$ cat config.mk
export PLATFORM = sky130hd
export DESIGN_NAME = binary_adder
export DESIGN_NICKNAME = d
export VERILOG_FILES = /design/src/rtl/binary_adder_pkg.sv /design/src/rtl/full_adder_cell.sv /design/src/rtl/binary_adder.sv
export SDC_FILE = /design/constraint.sdc
export NUM_CORES = 1
export LEC_CHECK = 0
export CAP_MARGIN = 15
export CORE_AREA = 2 2 39 41
export CTS_BUF_LIST = sky130_fd_sc_hd__clkbuf_4 sky130_fd_sc_hd__clkbuf_8
export CTS_CLUSTER_SIZE = 40
export DETAILED_ROUTE_END_ITERATION = 16
export DIE_AREA = 0 0 41 43
export GPL_ROUTABILITY_DRIVEN = 0
export GPL_TIMING_DRIVEN = 0
export PLACE_DENSITY = 0.6
export SLEW_MARGIN = 20
export SYNTH_ARGS = -nofsm -noshare
export SYNTH_HDL_FRONTEND = slang
export SYNTH_SLANG_ARGS = --single-unit
$ cat constraint.sdc
create_clock -name clk -period 1 [get_ports clk]
set_input_delay 0.25 -clock clk [delete_from_list [all_inputs] [get_ports clk]]
set_output_delay 0.25 -clock clk [all_outputs]
set_load 0.02 [all_outputs]
$ cat src/rtl/binary_adder_pkg.sv
// Shared constants and a reference helper for the registered ripple-carry adder.
package binary_adder_pkg;

  // Operand width used when the instantiating block does not override WIDTH.
  localparam int unsigned DEFAULT_WIDTH = 4;

  // Widest operand the adder is expected to be built with.
  localparam int unsigned MAX_WIDTH = 32;

  // Full-precision reference sum for benches.
  // Zero-extends both operands and adds them, so the carry-out lands in bit MAX_WIDTH.
  function automatic logic [MAX_WIDTH:0] ref_sum(input logic [MAX_WIDTH-1:0] a,
                                                 input logic [MAX_WIDTH-1:0] b);
    return {1'b0, a} + {1'b0, b};
  endfunction

endpackage

$ cat src/rtl/full_adder_cell.sv
// Single-bit full adder: one link of the ripple-carry chain.
module full_adder_cell (
  input  logic a,
  input  logic b,
  input  logic cin,
  output logic s,
  output logic cout
);

  // Sum is the parity of the three inputs; carry is their majority.
  always_comb begin
    s    = a ^ b ^ cin;
    cout = (a & b) | (a & cin) | (b & cin);
  end

endmodule

$ cat src/rtl/binary_adder.sv
// Registered unsigned adder: WIDTH-bit operands, WIDTH+1-bit sum with the carry as MSB.
// The datapath is a structural ripple chain of full_adder_cell instances.
// Sum, overflow flag and valid are all registered, so there is no input-to-output combinational path.
module binary_adder
  import binary_adder_pkg::*;
#(
  parameter int unsigned WIDTH = DEFAULT_WIDTH
) (
  input  logic             clk,
  input  logic             rst,
  input  logic [WIDTH-1:0] a,
  input  logic [WIDTH-1:0] b,
  input  logic             in_valid,
  output logic [WIDTH:0]   sum,
  output logic             out_valid,
  output logic             signed_ovf
);

  logic [WIDTH:0]   carry;
  logic [WIDTH-1:0] s_bits;
  logic [WIDTH:0]   sum_d;
  logic             ovf_d;
  logic [WIDTH:0]   sum_q;
  logic             ovf_q;
  logic             valid_q;

  assign carry[0] = 1'b0;

  // One full-adder cell per operand bit; carry[i+1] feeds the next stage.
  for (genvar i = 0; i < WIDTH; i++) begin : g_chain
    full_adder_cell u_fa (
      .a    (a[i]),
      .b    (b[i]),
      .cin  (carry[i]),
      .s    (s_bits[i]),
      .cout (carry[i+1])
    );
  end

  // Assemble the full-precision result and the two's-complement overflow flag.
  // Overflow occurs when the carry into the MSB differs from the carry out of it.
  always_comb begin
    sum_d = {carry[WIDTH], s_bits};
    ovf_d = carry[WIDTH] ^ carry[WIDTH-1];
  end

  // Capture on in_valid; hold the result otherwise. The asynchronous reset discards any
  // result arriving in the same cycle.
  always_ff @(posedge clk or posedge rst) begin
    if (rst) begin
      sum_q   <= '0;
      ovf_q   <= 1'b0;
      valid_q <= 1'b0;
    end else begin
      valid_q <= in_valid;
      if (in_valid) begin
        sum_q <= sum_d;
        ovf_q <= ovf_d;
      end
    end
  end

  assign sum        = sum_q;
  assign signed_ovf = ovf_q;
  assign out_valid  = valid_q;

endmodule

* Yosys cells after proc, flatten, opt, wreduce, memory -nomap -nowiden *
Index checks and enable logic that the tools add are counted.
Widths: inputs -> output; s select.

operators by class
  $add $sub $neg = 0
  $mul = 0
  divide/modulo/power cells = 0
  order comparisons = 0
  equality and inequality tests = 0
  shifts and indexed selects = 0
  muxes and demuxes = 0
  bitwise logic cells = 24
  reductions and logical operators = 0

operators by type and width
  kind         number
  $and 1x1->1  10
  $xor 1x1->1  8
  $or 1x1->1   6

word-level totals
  flip-flop bits (word level) = 7
  bits in latches = 0
  bits in writable memories = 0
  bits in read-only memories = 0
  bits of input ports = 11
  output and inout port bits = 7
  memories kept = 0

* Longest topological paths before layout *
  word-level depth = 11
  gate-level depth with buffers = 7

* Hierarchy *
A second synthesis with hierarchy kept.

second synthesis, totals
  cells, all modules = 22
  area, all modules = 366.6 um^2

by module, submodules not included
  module           times used  cells an instance  area each (um^2)  seq. area each (um^2)
  binary_adder     1           18                 286.5             175.2
  full_adder_cell  4           1                  20.0              0.0

* Worst setup path before layout *
Ideal clock, no wire load.

  path type = input-to-reg
  start = in a[0]
  end = reg ovf_q, in the netlist signed_ovf
  library setup time = 0.125 ns
  arrival time = 1.771 ns
  data required time = 0.875 ns
  setup slack = -0.896 ns
  cell stages on the path = 7
  buffers on the path = 0
  path through = ha_1 -> fa_1 -> fa_1 -> inv_1 -> fa_1 -> xnor2_1 -> mux2_4

on the way
  word-level cells in the longest chain between the ends = 11
  elaborated cells between the ends (all ways) = 14
  classes of those cells = bitwise: 14

RTL lines
  element                  line                   source
  from (decl)              binary_adder.sv:11     input logic [WIDTH-1:0] a,
  $and 1x1->1 (*)          full_adder_cell.sv:13  cout = (a & b) | (a & cin) | (b & cin);
  $and 1x1->1              full_adder_cell.sv:13
  $or 1x1->1               full_adder_cell.sv:13
  $or 1x1->1 (*)           full_adder_cell.sv:13
  $and 1x1->1              full_adder_cell.sv:13
  $or 1x1->1               full_adder_cell.sv:13
  $or 1x1->1 (*)           full_adder_cell.sv:13
  $and 1x1->1              full_adder_cell.sv:13
  $or 1x1->1 (2 in a row)  full_adder_cell.sv:13
  $xor 1x1->1 (*)          binary_adder.sv:44     ovf_d = carry[WIDTH] ^ carry[WIDTH-1];
  to (signal assigned)     binary_adder.sv:58     ovf_q <= ovf_d;
  to (decl)                binary_adder.sv:24     logic ovf_q;

Mark *: on every way between the ends. The rest lies on a longest branch, timed or not.
A chain may end at the register's enable or synchronous reset.

* Worst setup path in the final report *
  start = in b[0]
  end = reg ovf_q, in the netlist signed_ovf

on the way
  word-level cells in the longest chain between the ends = 11
  elaborated cells between the ends (all ways) = 14
  classes of those cells = bitwise: 14

RTL lines
  element                  line                   source
  from (decl)              binary_adder.sv:12     input logic [WIDTH-1:0] b,
  $and 1x1->1 (*)          full_adder_cell.sv:13
  $and 1x1->1              full_adder_cell.sv:13
  $or 1x1->1               full_adder_cell.sv:13
  $or 1x1->1 (*)           full_adder_cell.sv:13
  $and 1x1->1              full_adder_cell.sv:13
  $or 1x1->1               full_adder_cell.sv:13
  $or 1x1->1 (*)           full_adder_cell.sv:13
  $and 1x1->1              full_adder_cell.sv:13
  $or 1x1->1 (2 in a row)  full_adder_cell.sv:13
  $xor 1x1->1 (*)          binary_adder.sv:44

Marks and branches as above.

==> summary.txt <==
Synthesized netlist cell count -> 25
Number of diodes -> 0
Slew headroom -> 82.5%
Static leakage -> 0.330 nW
Number of hold violations in the final report -> 0
Post-layout nets -> 70
Multi-input gate area in the final layout -> 194 um^2
MaxCap Viol Count -> 0
Register cell area after layout -> 175 um^2
Number of warnings issued by yosys -> 0
Antenna violations before repair -> 0
Number of cell instances on the worst register-to-register path -> 2
First-pass detailed-route iteration total -> 2
Post-synthesis register bit count -> 7
CTS buffer count -> 3
Startpoint type of the worst setup path -> input port
Post-detail-place hpwl -> 568 um
Pins over their slew limit -> 0
Fmax -> 0.582 GHz
RSZ-0062 raised after global routing -> true
Violated checks -> setup timing
Starting DRC count in detailed routing -> 3
Number of different library cells in the post-synthesis netlist -> 9
CTS H-tree lvls -> 1
Area added between synthesis and finish -> 91.0%
Largest net degree at the start of global routing -> 8
Synthesized area per cell -> 14.4 um^2
Critical path launch point -> b[0]
Worst r2r src -> signed_ovf$_DFFE_PP0P_
Register-to-Register Setup Slack -> 0.09 ns
CP required -> 1.14 ns
IR Drop Worst-Case VDD -> 756 uV
Insertion delay to the later sink of the worst-skew pair -> 0.25 ns
Core box area -> 1380 um^2
Fill cell instance count of the final layout -> 139
Commonest cells after routing, fill and taps aside -> 11 x sky130_fd_sc_hd__buf_6, 7 x sky130_fd_sc_hd__dfrtp_1, 7 x sky130_fd_sc_hd__buf_4
Worst setup slack after layout -> -0.717 ns
Total grt overflow -> 0
Initial standard-cell utilization of the core -> 26.0%
Area of the die -> 1760 um^2
Via count of the first global-routing pass -> 324
Data arrival, critical path -> 1.85 ns
Post-synth design cell area -> 360 um^2
Critical path class -> input port to register
Portion of the clock cycle consumed by the worst path in the final layout -> 172%
Post-route cell area -> 688 um^2
Fin crit period -> 1.72 ns
Power density cells -> 1570 nW/um^2
DR vias -> 292
Residual DRC -> 0
First-pass GRT wire length -> 1350 um
Total negative slack -> -2.67 ns
Net count of the mapped netlist -> 40
Setup crit end kind -> register
Clock slew seen by the registers of the worst setup and hold paths -> 0.06 ns
Number of placement rows -> 14
Total routing resource utilization after global routing -> 12.4%
Count of input and output buffers -> 17
Tightest Hold Check Type -> input port to asynchronous set/reset pin
CTS tree -> done
Total of hold buffers inserted after clock tree synthesis -> 0
Layout cell share with drive strength beyond 1 -> 63.0%
Tightest Pin Transition -> 0.262 ns
Routed Wire Length -> 850 um
Result of the run -> finished with violations
Clock skew -> 0 ns
Setup crit end -> signed_ovf$_DFFE_PP0P_
Sinks on the clock net -> 7
Detail-routed via count per cell -> 4.17
Sequential area share after synthesis -> 48.6%
Post-DR wirelength/cell -> 12.1 um
Most common library cell in the layout ignoring fill and taps -> sky130_fd_sc_hd__buf_6
Clock root cell -> sky130_fd_sc_hd__clkbuf_4
Largest fanout on the critical path -> 2
Placed cell areas -> 571 um^2
Die Ht -> 43 um
Horizontal die dimension -> 41 um
Largest buffer count on any clock path -> 2
Capture instance of the worst register-to-register path -> signed_ovf$_DFFE_PP0P_
Setup violations, final -> 11
Total I/O pin count -> 18
ANT nets after route -> 0
## layer usage
layer  wire [um]  GRT usage [%]
met1         312           13.4
met2         463           19.1
met3          74           4.71
met4           0           8.00
met5           0              0
## per-stage QoR
stage	util, %	total power (W)	hold slack [ns]	std cells	setup WS, ns
finish	49.7	0.00108	0.224	70	-0.717
global route	49.7	0.00115	0.258	70	-0.750
CTS	48.3	0.00108	0.221	68	-0.701
floorplan	-	0.000530	0.0534	25	-0.822
detailed placement	41.2	0.000695	0.500	58	-1.41
global placement	41.2	0.000689	0.488	58	-1.35
## area by class of cell
class | instances | share of cell area (%)
Multi-Input combinational cell | 13 | 28.2
Tap cell | 16 | 2.91
Timing Repair Buffer | 25 | 35.3
Buffer | 1 | 1.64
Clock buffer | 4 | 4.36
Sequential cell | 7 | 25.5
Inverter | 4 | 2.18
## critical path, cell delays in order
cell and delay (ns):
sky130_fd_sc_hd__buf_6 0.10, sky130_fd_sc_hd__ha_4 0.15, sky130_fd_sc_hd__fa_2 0.38, sky130_fd_sc_hd__fa_2 0.35, sky130_fd_sc_hd__inv_2 0.06, sky130_fd_sc_hd__fa_2 0.23
sky130_fd_sc_hd__xnor2_2 0.07, sky130_fd_sc_hd__mux2_4 0.26
## state kept, by name, summed over array words and instances, names as in the netlist
name / flops
out_valid: 1
signed_ovf: 1
sum: 5
## Yosys cell counts
cell type,count,area (um^2)
sky130_fd_sc_hd__dfrtp_1,7,175
sky130_fd_sc_hd__mux2_4,4,60.1
sky130_fd_sc_hd__fa_1,3,60.1
sky130_fd_sc_hd__inv_1,4,15.0
sky130_fd_sc_hd__a21oi_1,2,10.0
sky130_fd_sc_hd__xnor2_1,1,8.76
sky130_fd_sc_hd__ha_1,1,12.5
sky130_fd_sc_hd__nor2_1,2,7.51
sky130_fd_sc_hd__buf_6,1,11.3
## logic make-up after synthesis
| kind of cell | count (synthesis) | synth area share, % |
|---|---|---|
| and+or+nand+nor | 2 | 2.08 |
| xor gates and xnor gates | 1 | 2.43 |
| muxes | 4 | 16.7 |
| adders and majority gates | 4 | 20.1 |
| AOI/OAI and AO/OA | 2 | 2.78 |
| buffers and inverters | 5 | 7.29 |
| DFF | 7 | 48.6 |
## how the worst min path moves through the flow
stage | endpoint | depth (start not counted) | from | slack (ns)
floorplan | out_valid$_DFF_PP0_ | 1 | rst | 0.05
global placement | out_valid$_DFF_PP0_ | 2 | rst | 0.49
detailed placement | out_valid$_DFF_PP0_ | 2 | rst | 0.50
CTS | sum[2]$_DFFE_PP0P_ | 2 | rst | 0.22
global route | sum[0]$_DFFE_PP0P_ | 2 | rst | 0.26
finish | sum[2]$_DFFE_PP0P_ | 2 | rst | 0.22
## what timing repair did
action | CTS | global route
buffers inserted | 6 | 2
setup endpoints to repair | 13 | 12
pin swaps | 6 | 0
resized for setup | 58 | 2
## power by group
part / internal, W / switching [W]
logic: 0.000263 / 0.000162
registers: 0.000331 / 0.0000362
clock network: 0.000179 / 0.000106
Power figures use the tool's default switching activity.
==> RTL change 1, RTL diff (same flow settings) <==
Register the output `sum` once more, cleared by the reset; this adds one clock of latency there. The other outputs are not delayed to match. Comments in the files are not updated.
--- a/src/rtl/binary_adder.sv
+++ b/src/rtl/binary_adder.sv
@@ -60,7 +60,13 @@
     end
   end
 
-  assign sum        = sum_q;
+  always_ff @(posedge clk or posedge rst) begin
+    if (rst) begin
+      sum <= '0;
+    end else begin
+      sum <= sum_q;
+    end
+  end
   assign signed_ovf = ovf_q;
   assign out_valid  = valid_q;
 
Formal check against the unedited RTL: not equivalent (a bounded check fails within 4 cycles, from zero or initial values and one cycle with rst high).
==> RTL change 1 against the unedited design <==
The run still ends with negative setup slack left. Sequential cell count grew 5. Setup slack better by 0.066 ns. Design area rose by 10%. Power increased by 27%. Cell count fell by 1.4%. Count of clock-buffer cells in the layout unchanged. Core utilization rose by 5.1 points. Sequential power grew 65%. Area after synthesis grew 35%. Routed wire length is 4.0% lower. Fmax grew 4.0%. Critical endpoint unchanged. Largest power group is now registers.
==> RTL change 1: results (changes against the unedited design) <==
Max Clock Skew 0.00266 ns (+0.00266 ns); syn_nets 45 (+13%); root buffer cell clkbuf_4; clock slew at reported path FFs 0.08 ns (+0.02 ns); maximum VDD drop 0.000959 V (+27%); drt total wl 816 microns (-4.0%); first-pass GRT wire length 1.44 mm (+6.7%); Slowest-stage cell, CP fa_2; cts bufs inserted 3 (unchanged); fill count 121 (-13%); sequential-to-total area share from yosys stat 61.9% (+13 points); DR iter-0 viols 0 (-3); all-layer global routing usage 13.8% (+1.4 points); top_reg_cell synth dfrtp_1; Tightest Pin Transition 0.448 ns (+0.187 ns); Synth Warn # 0 (unchanged); largest cells by area after synthesis dfrtp_1, fa_1, mux2_4; vias in the first global route 347 (+7.1%); clk_lat worst skew 0.28 ns (+0.03 ns); failing checks negative setup slack; cts repair resizes 55 (-5.2%); status finished with violations; layout cell share with drive strength beyond 1 49.1% (-14 points); vias per inst 4.46 (+7.0%); setup bufs post-CTS 2 (-4); final worst slack -0.651 ns (+0.0663 ns); Largest regs sum (5), sum_q (5); leak pwr 0.354 nW (+7.5%); dpl cell area 696 sq um (+22%); setup violators final 12 (+1); setup_tns -2.33 ns (+0.337 ns); Worst Hold Class in -> reg; DR pass1 iterations 1 (-1); H-tree levels 1 (unchanged); Synth top cells by count dfrtp_1, inv_1, mux2_4; count of input and output buffers 17 (unchanged); # nets final 69 (-1.4%); HPWL Detailed 607 microns (+6.9%); initial antenna violation count 0 (unchanged); reg2reg setup slack 0.09 ns (about the same); largest net degree at the start of global routing 13 (+5); CP max FO 2 (unchanged); synth unique cells 9 (unchanged)
[RTL change 1: logic make-up (layout without fill, tap and decap cells)]
| logic type | after synthesis | in the layout | synth area share [%] |
|---|---|---|---|
| XOR/XNOR | 1 | 1 | 1.80 |
| adder cells (fa/ha/maj) | 4 | 4 | 14.9 |
| flip-flops | 12 | 12 | 61.9 |
| buffers and inverters | 5 | 28 | 5.41 |
| multiplexers | 4 | 4 | 12.4 |
| AND/OR/NAND/NOR | 2 | 2 | 1.55 |
| AO/OA/AOI/OAI | 2 | 2 | 2.06 |
[RTL change 1: report_power, final]
group,internal [mW],switching [mW],leakage (nW),total (mW)
Sequential,0.566,0.0409,0.138,0.607
Clock,0.222,0.180,0.0210,0.401
Combinational,0.214,0.145,0.195,0.359
[RTL change 1: final cells by class]
class	instances	share of cell area (%)
Timing Repair Buffer	19	25.4
Buffer	1	1.49
Inverter	4	1.98
Tap cell	16	2.64
Multi-Input combinational cell	13	24.1
Clock buffer	4	4.79
Sequential cell	12	39.6
[RTL change 1: layer usage]
| metal | GRT usage (%) | part of all wire, % | up-vias |
|---|---|---|---|
| li1 | - | - | 137 |
| met1 | 13.3 | 35 | 156 |
| met2 | 20.6 | 56 | 10 |
| met3 | 4.71 | 5.1 | 5 |
| met4 | 14.0 | 4.7 | 0 |
| met5 | 0 | 0 | - |
[RTL change 1: per-stage QoR]
step | worst slack [ns] | power [mW] | utilization [%] | hold slack, ns | std cells
6_report | -0.651 | 1.37 | 54.8 | 0.240 | 69
5_1_grt | -0.715 | 1.44 | 54.8 | 0.252 | 69
4_1_cts | -0.656 | 1.38 | 54.5 | 0.237 | 69
3_5_place_dp | -1.39 | 0.945 | 50.3 | 0.366 | 63
3_3_place_gp | -1.34 | 0.932 | 50.3 | 0.361 | 63
2_1_floorplan | -0.822 | 0.780 | - | 0.115 | 30
==> RTL change 2, RTL diff (same flow settings) <==
Without the edit above. Set the package constant `DEFAULT_WIDTH` to 3 (it was 4).
--- a/src/rtl/binary_adder_pkg.sv
+++ b/src/rtl/binary_adder_pkg.sv
@@ -2,7 +2,7 @@
 package binary_adder_pkg;
 
   // Operand width used when the instantiating block does not override WIDTH.
-  localparam int unsigned DEFAULT_WIDTH = 4;
+  localparam int unsigned DEFAULT_WIDTH = 3;
 
   // Widest operand the adder is expected to be built with.
   localparam int unsigned MAX_WIDTH = 32;
Ports: changed (resized a, b and sum); port bits go from 18 to 15. No check against the original RTL was run, so the function may have changed too.
==> RTL change 2 against the unedited design <==
The flow still finishes with violations (negative setup slack). Design area down 19%. Power down 22%. Global-route usage down 2.4 points. Setup slack better by 0.40 ns. Sequential cell count down 1. Sequential power down 16%. Area after synthesis down 17%. Count of clock-buffer cells in the layout down 1. Routed wire length down 20%. Largest power group unchanged.
==> RTL change 2: results (changes against the unedited design) <==
Synth top cells by count dfrtp_1, inv_1, mux2_4; Gate power share 36.9% (-2.5 points); M1 WL 285 microns (-8.7%); largest buffer count on any clock path 2 (unchanged); Critical Path Max Stage Delay 0.36 ns (-0.02 ns); cts bufs inserted 3 (unchanged); # nets final 59 (-16%); setup violators final 9 (-2); crit path DAT 1.44 ns (-0.41 ns); top_reg_cell synth dfrtp_1; DR iter-0 viols 1 (-2); switching power 232 uW (-24%); all-layer global routing usage 10.0% (-2.4 points); H-tree levels 1 (unchanged); Largest register FFs 4 (-1); failing checks negative setup slack; leak pwr 0.267 nW (-19%); vias in the first global route 265 (-18%); Final Max Tran Viols 0 (unchanged); Max Clock Skew 0 ns (unchanged); sequential-to-total area share from yosys stat 50.0% (+1.4 points); family with the most delay on the worst path adder cells; initial antenna violation count 0 (unchanged); largest net degree at the start of global routing 8 (unchanged); Met3 Wirelength 91 microns (+23%); DR pass1 iterations 3 (+1); met1 usage 11.6% (-1.8 points); final worst slack -0.313 ns (+0.404 ns); HPWL Detailed 462 microns (-19%); GRT met2 Usage 14.1% (-5.0 points); drt wl/cell 11.1 microns (-8.5%); layout cell share with drive strength beyond 1 64.4% (+1.5 points); first-pass GRT wire length 1.09 mm (-19%); Synth Warn # 0 (unchanged); Tightest Pin Transition 0.230 ns (-0.0312 ns); Comb. pwr 309 uW (-27%); clk pwr 221 uW (-23%); cts repair resizes 57 (-1.7%); Slowest-stage cell, CP fa_2; setup bufs post-CTS 4 (-2); met2 routed WL 301 microns (-35%); diode count 0 (unchanged); clk_lat worst skew 0.24 ns; vias per inst 3.90 (-6.5%); count of input and output buffers 14 (-3); syn_nets 34 (-15%); number of flops mapped to enable cells by yosys 0 (unchanged); status finished with violations; maximum VDD drop 0.000698 V (-7.6%); largest cells by area after synthesis dfrtp_1, mux2_4, fa_1; grt met3 use 5.24% (+0.52 points); synth unique cells 9 (unchanged); root buffer cell clkbuf_4; dpl cell area 478 sq um (-16%)
RTL change 2: changes by cell type after synthesis:
cell | before | now
fa_1 | 3 | 2
mux2_4 | 4 | 3
dfrtp_1 | 7 | 6
RTL change 2: final cells by class:
type / count / area (sq um)
fillers: 138 / 830
inverters: 4 / 15.0
clock buffers: 3 / 22.5
well taps: 16 / 20.0
flip-flops and latches: 6 / 150
repair buffers: 20 / 194
multi-input cells: 11 / 141
plain buffers: 1 / 11.3
RTL change 2: metrics by stage:
step / utilization [%] / setup TNS [ns] / cells / worst slack (ns) / hold slack (ns)
after floorplan: - / -1.27 / 22 / -0.460 / 0.0410
after global placement: 34.5 / -4.94 / 52 / -1.05 / 0.477
after detailed placement: 34.5 / -4.97 / 52 / -1.07 / 0.483
after CTS: 39.0 / -0.908 / 59 / -0.302 / 0.223
after global routing: 40.1 / -1.29 / 61 / -0.350 / 0.258
final: 40.1 / -0.981 / 61 / -0.313 / 0.232
RTL change 2: kinds of logic (layout without fill, tap and decap cells):
group | count (synthesis) | after routing | share of synthesized area [%]
AOI/OAI and AO/OA | 2 | 2 | 3.33
xor gates and xnor gates | 1 | 1 | 2.92
adders and majority gates | 3 | 3 | 17.5
buffers and inverters | 5 | 28 | 8.75
DFF | 6 | 6 | 50.0
muxes | 3 | 3 | 15.0
and+or+nand+nor | 2 | 2 | 2.50
RTL change 2: worst paths after layout:
path | from | end | slack, ns | cells after the start
max in group asynchronous | rst | sum[1] | 0.58 | 2
min in group clk | in_valid | out_valid | 0.27 | 1
worst max register to register | signed_ovf | signed_ovf | 0.09 | 2
worst max-delay path | b[0] | signed_ovf | -0.31 | 7
worst min register to register | sum[2] | sum[2] | 0.55 | 2
worst min-delay path | rst | sum[0] | 0.23 | 2
